<file path="src/rtl/pc_gen_ras_if.sv">
// pc_gen_ras_if: groups the fetch-PC generator's control/data signals.
//   slave  modport: seen by the PC generator (inputs in, pc/RAS status out)
//   master modport: seen by the fetch/hazard/cache side driving it
// Signals: start_i, pc_write_i, stall_i, flush_i, flush_pc_i, call_i,
//   call_tgt_i, ret_i (requests); pc_o, ras_count_o, ras_miss_o (status).
interface pc_gen_ras_if #(
    parameter int XLEN      = 32,
    parameter int RAS_DEPTH = 4
);
    logic                           start_i;
    logic                           pc_write_i;
    logic                           stall_i;
    logic                           flush_i;
    logic [XLEN-1:0]                flush_pc_i;
    logic                           call_i;
    logic [XLEN-1:0]                call_tgt_i;
    logic                           ret_i;
    logic [XLEN-1:0]                pc_o;
    logic [$clog2(RAS_DEPTH):0]     ras_count_o;
    logic                           ras_miss_o;

    modport slave (
        input  start_i, pc_write_i, stall_i, flush_i, flush_pc_i,
               call_i, call_tgt_i, ret_i,
        output pc_o, ras_count_o, ras_miss_o
    );

    modport master (
        output start_i, pc_write_i, stall_i, flush_i, flush_pc_i,
               call_i, call_tgt_i, ret_i,
        input  pc_o, ras_count_o, ras_miss_o
    );
endinterface

</file>
<file path="src/rtl/pc_gen_ras.sv">
// pc_gen_ras: fetch-PC register with return-address-stack prediction.
// Ports:
//   clk_i  rising-edge clock
//   rst_i  asynchronous active-high reset
//   bus    pc_gen_ras_if.slave: run/stall/flush/call/return requests in,
//          registered fetch PC, RAS occupancy and miss pulse out.
// Next PC priority: start low > stall > flush > pc_write gate >
//   ret+call > ret > call > sequential.
module pc_gen_ras #(
    parameter int XLEN      = 32,
    parameter int RESET_VEC = 0,
    parameter int INC       = 4,
    parameter int RAS_DEPTH = 4
) (
    input  logic         clk_i,
    input  logic         rst_i,
    pc_gen_ras_if.slave  bus
);
    localparam int PW = $clog2(RAS_DEPTH);
    localparam int CW = PW + 1;

    typedef logic [XLEN-1:0] addr_t;

    localparam addr_t RESET_PC   = addr_t'(RESET_VEC);
    localparam addr_t INC_A      = addr_t'(INC);
    localparam addr_t ALIGN_MASK = ~addr_t'(INC - 1);

    addr_t            pc_q, pc_d;
    addr_t            ras_q [RAS_DEPTH];
    logic [PW-1:0]    top_q, top_d;
    logic [CW-1:0]    count_q, count_d;
    logic             miss_q, miss_d;

    logic             ras_clr;
    logic             wr_en;
    logic [PW-1:0]    wr_idx;
    addr_t            pc_inc;
    addr_t            top_entry;
    logic             ras_empty;
    logic             ras_full;
    logic [PW-1:0]    top_up;
    logic [PW-1:0]    top_dn;

    assign pc_inc    = pc_q + INC_A;
    assign top_entry = ras_q[top_q];
    assign ras_empty = (count_q == '0);
    assign ras_full  = (count_q == CW'(RAS_DEPTH));
    // top_q indexes the newest entry; the pointer wraps, so a push into a
    // full stack lands on the oldest slot.
    assign top_up    = top_q + PW'(1);
    assign top_dn    = top_q - PW'(1);

    always_comb begin
        pc_d    = pc_q;
        top_d   = top_q;
        count_d = count_q;
        miss_d  = 1'b0;
        ras_clr = 1'b0;
        wr_en   = 1'b0;
        wr_idx  = top_up;

        if (!bus.start_i) begin
            pc_d    = RESET_PC;
            top_d   = '0;
            count_d = '0;
            ras_clr = 1'b1;
        end else if (bus.stall_i) begin
            // everything frozen
        end else if (bus.flush_i) begin
            pc_d = bus.flush_pc_i & ALIGN_MASK;
        end else if (bus.pc_write_i) begin
            if (bus.ret_i && bus.call_i) begin
                if (!ras_empty) begin
                    // return and call in one: swap the top entry in place
                    pc_d   = top_entry;
                    wr_en  = 1'b1;
                    wr_idx = top_q;
                end else begin
                    pc_d    = bus.call_tgt_i;
                    wr_en   = 1'b1;
                    top_d   = top_up;
                    count_d = count_q + CW'(1);
                    miss_d  = 1'b1;
                end
            end else if (bus.ret_i) begin
                if (!ras_empty) begin
                    pc_d    = top_entry;
                    top_d   = top_dn;
                    count_d = count_q - CW'(1);
                end else begin
                    pc_d   = pc_inc;
                    miss_d = 1'b1;
                end
            end else if (bus.call_i) begin
                pc_d  = bus.call_tgt_i;
                wr_en = 1'b1;
                top_d = top_up;
                if (!ras_full) begin
                    count_d = count_q + CW'(1);
                end
            end else begin
                pc_d = pc_inc;
            end
        end
    end

    always_ff @(posedge clk_i or posedge rst_i) begin
        if (rst_i) begin
            pc_q    <= RESET_PC;
            top_q   <= '0;
            count_q <= '0;
            miss_q  <= 1'b0;
            for (int i = 0; i < RAS_DEPTH; i++) begin
                ras_q[i] <= '0;
            end
        end else begin
            pc_q    <= pc_d;
            top_q   <= top_d;
            count_q <= count_d;
            miss_q  <= miss_d;
            if (ras_clr) begin
                for (int i = 0; i < RAS_DEPTH; i++) begin
                    ras_q[i] <= '0;
                end
            end else if (wr_en) begin
                ras_q[wr_idx] <= pc_inc;
            end
        end
    end

    assign bus.pc_o        = pc_q;
    assign bus.ras_count_o = count_q;
    assign bus.ras_miss_o  = miss_q;
endmodule
</file>
<file path="src/flat_wrapper.sv">
// flat-port wrapper written by rule: the top's interface ports become plain ports
module pc_gen_ras_flat 
#(
    parameter int XLEN      = 32,
    parameter int RESET_VEC = 0,
    parameter int INC       = 4,
    parameter int RAS_DEPTH = 4
)
  (clk_i, rst_i, bus_start_i, bus_pc_write_i, bus_stall_i, bus_flush_i, bus_flush_pc_i, bus_call_i, bus_call_tgt_i, bus_ret_i, bus_pc_o, bus_ras_count_o, bus_ras_miss_o);
  pc_gen_ras_if #(.XLEN(XLEN), .RAS_DEPTH(RAS_DEPTH)) bus_i ();
  input  logic clk_i;
  input  logic rst_i;
  input wire logic [$bits(bus_i.start_i)-1:0] bus_start_i;
  input wire logic [$bits(bus_i.pc_write_i)-1:0] bus_pc_write_i;
  input wire logic [$bits(bus_i.stall_i)-1:0] bus_stall_i;
  input wire logic [$bits(bus_i.flush_i)-1:0] bus_flush_i;
  input wire logic [$bits(bus_i.flush_pc_i)-1:0] bus_flush_pc_i;
  input wire logic [$bits(bus_i.call_i)-1:0] bus_call_i;
  input wire logic [$bits(bus_i.call_tgt_i)-1:0] bus_call_tgt_i;
  input wire logic [$bits(bus_i.ret_i)-1:0] bus_ret_i;
  output wire logic [$bits(bus_i.pc_o)-1:0] bus_pc_o;
  output wire logic [$bits(bus_i.ras_count_o)-1:0] bus_ras_count_o;
  output wire logic [$bits(bus_i.ras_miss_o)-1:0] bus_ras_miss_o;
  assign bus_i.start_i = bus_start_i;
  assign bus_i.pc_write_i = bus_pc_write_i;
  assign bus_i.stall_i = bus_stall_i;
  assign bus_i.flush_i = bus_flush_i;
  assign bus_i.flush_pc_i = bus_flush_pc_i;
  assign bus_i.call_i = bus_call_i;
  assign bus_i.call_tgt_i = bus_call_tgt_i;
  assign bus_i.ret_i = bus_ret_i;
  assign bus_pc_o = bus_i.pc_o;
  assign bus_ras_count_o = bus_i.ras_count_o;
  assign bus_ras_miss_o = bus_i.ras_miss_o;
  pc_gen_ras #(.XLEN(XLEN), .RESET_VEC(RESET_VEC), .INC(INC), .RAS_DEPTH(RAS_DEPTH)) u_core (.clk_i(clk_i), .rst_i(rst_i), .bus(bus_i));
endmodule
</file>
<file path="config.mk">
export PLATFORM = sky130hd
export DESIGN_NAME = pc_gen_ras_flat
export DESIGN_NICKNAME = d
export VERILOG_FILES = /design/src/rtl/pc_gen_ras_if.sv /design/src/rtl/pc_gen_ras.sv /design/src/flat_wrapper.sv
export SDC_FILE = /design/constraint.sdc
export NUM_CORES = 1
export LEC_CHECK = 0
export ABC_AREA = 0
export BUFFER_PORTS_ARGS = -buffer_cell sky130_fd_sc_hd__buf_4
export CORE_AREA = 4 4 131 133
export CTS_CLUSTER_SIZE = 25
export DETAILED_ROUTE_END_ITERATION = 12
export DIE_AREA = 0 0 135 137
export PLACE_DENSITY = 0.88
export SYNTH_ARGS = -nofsm -noshare
export SYNTH_HDL_FRONTEND = slang
export SYNTH_SLANG_ARGS = --single-unit
export TNS_END_PERCENT = 30
</file>
<file path="constraint.sdc">
create_clock -name clk_i -period 12.1 [get_ports clk_i]
set_input_delay 1.815 -clock clk_i [delete_from_list [all_inputs] [get_ports clk_i]]
set_output_delay 1.815 -clock clk_i [all_outputs]
set_load 0.03 [all_outputs]
</file>
== Yosys cells after proc, flatten, opt, wreduce, memory -nomap -nowiden ==
Cells that the tools add are included.

* Output and inout port bits: 36
* Input port bits: 72
* Register bits after elaboration: 166
* Word-level logic and storage cells: 89

* Eq/ne operators: 10
* Bitwise operators: 2
* Muxes and demuxes: 55
* $add $sub $neg: 5
* Reductions and logical operators: 6
* $lt $le $gt $ge: 3

{| class="wikitable"
|+ Operators by type and width
! operator !! number
|-
| two-way mux 32 bit || 12
|-
| two-way mux 128 bit || 2
|-
| bitwise mux 128 bit || 1
|-
| binary-select mux 32 bit (select 2 bit) || 1
|-
| demux 32 bit (select 2 bit) || 1
|-
| adder 32 x 3 -> 32 bit (second input constant) || 1
|-
| two-way mux 3 bit || 10
|-
| two-way mux 2 bit || 14
|-
| two-way mux 1 bit || 14
|-
| != test 4 bit (second input constant) || 2
|-
| AND reduction 7 bit || 1
|-
| greater-or-equal comparator 3 bit (second input constant) || 2
|-
| NOT 2 -> 3 bit || 2
|-
| AND reduction 5 bit || 1
|-
| != test 2 x 1 -> 1 bit (second input constant) || 2
|-
| != test 2 bit (second input constant) || 2
|-
| != test 4 x 1 -> 1 bit (second input constant) || 1
|-
| adder 3 x 1 -> 3 bit (second input constant) || 1
|-
| == test 3 bit (second input constant) || 1
|-
| zero test 3 bit || 1
|-
| less-than comparator 3 x 1 -> 1 bit (second input constant) || 1
|-
| != test 3 x 1 -> 1 bit (second input constant) || 1
|-
| != test 3 x 2 -> 1 bit (second input constant) || 1
|-
| subtractor 3 x 1 -> 3 bit (second input constant) || 1
|-
| 4 further kinds || 5
|}

== Depth between registers and ports, before layout ==
* Depth after elaboration: 15
* Depth in mapped cells: 11
* Depth with buffers taken out: 8

== Worst setup path after synthesis ==
No wires, ideal clock.

* Path type: input to register
* From: input port bus_stall_i
* To: register u_core.ras_q[33] in the netlist's numbering
* Setup time: 0.132 ns
* Stages: 7
* Arrival time: 3.282 ns
* Setup slack: 8.686 ns
* Path through: and4bb_2 nand3_2 or3b_1 a21oi_4 buf_6 mux2i_1 nor2_1

* Cells in the longest elaborated chain, start to end: 10

{| class="wikitable"
|+ RTL lines
! what !! line !! text
|-
| start, declared || flat_wrapper.sv:15 || <nowiki>input wire logic [$bits(bus_i.stall_i)-1:0] bus_stall_i;</nowiki>
|-
| two-way mux 2 bit || pc_gen_ras.sv:67 || <nowiki>end else if (bus.stall_i) begin</nowiki>
|-
| two-way mux 2 bit || pc_gen_ras.sv:62 || <nowiki>if (!bus.start_i) begin</nowiki>
|-
| NOT 2 -> 3 bit (not written as such) || pc_gen_ras.sv:126 || <nowiki>ras_q[wr_idx] <= pc_inc;</nowiki>
|-
| greater-or-equal comparator 3 bit (not written as such) / less-than comparator 3 x 1 -> 1 bit (equally long branches) || pc_gen_ras.sv:126 ||
|-
| logical AND 1 bit (not written as such) || pc_gen_ras.sv:126 ||
|-
| two-way mux 32 bit (not written as such) || pc_gen_ras.sv:126 ||
|-
| demux 32 bit (select 2 bit) || pc_gen_ras.sv:126 ||
|-
| bitwise mux 128 bit || pc_gen_ras.sv:126 ||
|-
| two-way mux 128 bit || pc_gen_ras.sv:125 || <nowiki>end else if (wr_en) begin</nowiki>
|-
| two-way mux 128 bit || pc_gen_ras.sv:121 || <nowiki>if (ras_clr) begin</nowiki>
|-
| end signal, assigned by index || pc_gen_ras.sv:126 ||
|-
| end, declared || pc_gen_ras.sv:29 || <nowiki>addr_t ras_q [RAS_DEPTH];</nowiki>
|}

Several ways; a longest one is shown, not always the timed one. The select of a mux whose other input is x is not followed.
A chain may end at the register's enable or synchronous reset.

== Worst setup path in the final report ==
* From: input port bus_start_i
* To: register u_core.ras_q[34] in the netlist's numbering

* Cells in the longest elaborated chain, start to end: 9

{| class="wikitable"
|+ RTL lines
! what !! line !! text
|-
| start, declared || flat_wrapper.sv:13 || <nowiki>input wire logic [$bits(bus_i.start_i)-1:0] bus_start_i;</nowiki>
|-
| two-way mux 2 bit || pc_gen_ras.sv:62 ||
|-
| NOT 2 -> 3 bit (not written as such) || pc_gen_ras.sv:126 ||
|-
| greater-or-equal comparator 3 bit (not written as such) / less-than comparator 3 x 1 -> 1 bit (equally long branches) || pc_gen_ras.sv:126 ||
|-
| logical AND 1 bit (not written as such) || pc_gen_ras.sv:126 ||
|-
| two-way mux 32 bit (not written as such) || pc_gen_ras.sv:126 ||
|-
| demux 32 bit (select 2 bit) || pc_gen_ras.sv:126 ||
|-
| bitwise mux 128 bit || pc_gen_ras.sv:126 ||
|-
| two-way mux 128 bit || pc_gen_ras.sv:125 ||
|-
| two-way mux 128 bit || pc_gen_ras.sv:121 ||
|}

Several ways; a longest one is shown, not always the timed one. The select of a mux whose other input is x is not followed.

==> out/results.txt <==
fin. max-slew vios: 0
RSZ-0062 raised after global routing: false
post-synth net total: 1022
die height: 137 um
first-pass GRT wire length: 43910 um
Final Instance Area: 0.01050 mm^2
vias in the first global route: 8331
Area Overhead vs Synth: 14.85%
Die Area: 0.01850 mm^2
total gr overflow: 0
Worst R2R Path Depth: 9
Reg-to-Reg Start: u_core.bus.ras_count_o[0]
Bufs and invs on worst path: 2
Min-Delay Path Class: register to register
Hold-fix buffers, CTS: 0
PnR Total Power: 1.370 mW
post-synthesis sequential area ratio: 0.4543
clk sinks: 166
synthesized area: 0.009144 mm^2
most common library cell in the layout ignoring fill and taps: dfrtp_1
initial antenna violation count: 0
static leakage: 4.374 nW
placed insts: 1195
fin worst setup slack: 7.237 ns
Clk pwr share: 0.381
reg2reg setup slack: 8.56 ns
H-tree Lvls: 4
max_cap viols: 0
WP data required: 12.38 ns
fmax: 205.6 MHz
# IOs: 108
non-filler cells, final: 1226
per-cell routed wire length: 22.68 um
DRC viols: 0
setup repair bufs after CTS: 0
DR iter-0 viols: 1227
Row Count: 46
synth top area cells: dfrtp_1, mux4_2, a21oi_1
number of port buffers: 105
clock transition at the registers of the reported paths: 0.06 ns
sequential power share: 0.441
Placement Cell Area: 0.009948 mm^2
Sw Ratio: 0.3131
Worst setup endpoint: u_core.ras_q[34]
crit path kind: input port to register
Setup crit start kind: input port
Avg Inst Size Synth: 9.666 um^2
final setup TNS: 0 ns
Crit. End Element: register
status: finished, final reports clean
CTS Buf Count: 17
Critical Path Fanout Max: 74
yosys warns: 0
GP Congestion: 0.9320
Hold Violations, Final: 0
Starting Density: 0.5777
Critical Path Start: bus_start_i
Stages on worst setup path: 8
Cell Pwr Density: 130.4 mW/mm^2
Synth cell types: 64
Slowest-stage cell, CP: a21oi_4
cell breakdown of the critical path: buf_4 > and4bb_2 > nand3_2 > or3b_1 > a21oi_4 > buf_4 > mux2i_1 > nor2_1
fin util: 0.6635
period utilization: 0.4019
ANT nets after route: 0
Clk Latency, worst-skew pair: 0.44 ns
most frequent cells in the layout: dfrtp_1, buf_4, nor2_1
worst hold slack: 0.5194 ns
Synth Flop Type: dfrtp_1
maximum VDD drop: 101.9 uV
max incr delay on CP: 0.79 ns
CP delay by family, top: simple AND/OR/NAND/NOR gates
Least-Margin Pin Slew: 1.052 ns
Via density: 6.946
Yosys top cell by area: dfrtp_1
Clock Tree Buf Depth: 2
layout cell share with drive strength beyond 1: 0.2059
largest net degree at the start of global routing: 101
fin nets: 1074
Total Wirelength: 27800 um
routed vias: 8516
GRT Total Usage: 0.3039
internal cell power: 0.9408 mW
fin crit period: 4.863 ns
antenna cells: 0
Psw: 0.4288 mW
clock skew: 0.009034 ns
fraction of registers with async set/reset: 1.000
Final setup viols: 0
EDFF count, synth: 0
Comb pwr share: 0.178
Mapped Cells: 946
Clock Tree Root: clkbuf_16
top cell type's share of synthesized area: 0.4543
Core Area: 0.01583 mm^2
Crit path top cell by count: buf_4
TritonRoute pass-1 iters: 6
dpl ws: 6.904 ns
Synth Register Bits: 166
CTS tree: built
CTS resizes: 0
Filler cells: 1163
crit path DAT: 5.14 ns
DIE WIDTH: 135 um
worst rel slew slack: 0.2949
RR Endpoint: u_core.ras_q[34]
dpl hpwl: 17510 um
[Yosys cell counts (5+ instances only)]
cell type / count
a211oi_1: 55
nand2_1: 74
o21a_1: 5
xor2_1: 17
nand4_1: 14
a221oi_1: 5
a21oi_1: 91
clkbuf_1: 53
a31oi_1: 13
or3_1: 7
xnor2_1: 15
a22oi_1: 5
nand3_1: 33
mux4_2: 32
a211oi_2: 8
nor3_1: 7
inv_1: 7
and3_1: 14
o21ai_0: 81
buf_2: 28
and2_1: 7
nor2b_1: 8
mux2i_1: 18
nor2_1: 101
nand2b_1: 5
dfrtp_1: 166
[sequential cells by signal (all words and copies together), names as in the netlist]
signal / flops
u_core.ras_q: 128
u_core.bus.pc_o: 32
u_core.bus.ras_count_o: 3
u_core.top_q: 2
u_core.bus.ras_miss_o: 1
[metal layers]
| layer | global-route usage | part of all wire | wire length, um |
|---|---|---|---|
| met1 | 0.3803 | 0.36 | 10050 |
| met2 | 0.4889 | 0.47 | 13190 |
| met4 | 0.1652 | 0.052 | 1441 |
| met5 | 0 | 0 | 0 |
| met3 | 0.07574 | 0.11 | 3120 |
[worst min-delay path by stage]
stage | startpoint | to | slack, ns | cells past startpoint
floorplan | u_core.ras_q[82] | u_core.ras_q[82] | 0.47 | 2
global placement | u_core.ras_q[32] | u_core.ras_q[32] | 0.50 | 2
detailed placement | u_core.ras_q[32] | u_core.ras_q[32] | 0.51 | 2
CTS | u_core.ras_q[32] | u_core.ras_q[32] | 0.53 | 2
global route | u_core.ras_q[0] | u_core.ras_q[0] | 0.54 | 2
finish | u_core.ras_q[32] | u_core.ras_q[32] | 0.52 | 2
[final cells by class]
class / count / area [um^2] / share of cell area
Inverter: 8 / 35.03 / 0.003336
Clock inverter: 14 / 127.6 / 0.01215
Timing Repair Buffer: 120 / 900.9 / 0.08579
Multi-Input combinational cell: 685 / 4587 / 0.4368
Clock buffer: 17 / 425.4 / 0.04051
Tap cell: 216 / 270.3 / 0.02574
Sequential cell: 166 / 4155 / 0.3957
[power by group through the flow]
stage	logic [mW]	registers [mW]	clock network [mW]
2_1_floorplan	0.130	0.627	0
3_3_place_gp	0.231	0.610	0
3_5_place_dp	0.236	0.612	0
4_1_cts	0.239	0.602	0.520
5_1_grt	0.259	0.606	0.546
6_report	0.244	0.604	0.522
[kinds of logic after synthesis]
| group | Yosys count | synth area share |
|---|---|---|
| adders and majority gates | 4 | 0.005474 |
| xor gates and xnor gates | 32 | 0.03065 |
| AOI/OAI and AO/OA | 315 | 0.2204 |
| DFF | 166 | 0.4543 |
| and+or+nand+nor | 283 | 0.1433 |
| muxes | 51 | 0.09975 |
| buffers and inverters | 95 | 0.04611 |
[worst reg2reg max path, delay by kind of cell, from the launching register on]
kind / cells / cell delay, ns
buffers and inverters: 2 / 0.60
multiplexers: 1 / 0.25
AND/OR/NAND/NOR: 4 / 1.11
flip-flops: 1 / 0.38
adder cells (fa/ha/maj): 1 / 0.25
AO/OA/AOI/OAI: 1 / 0.79
No activity file was read; power rests on OpenSTA's default activity.
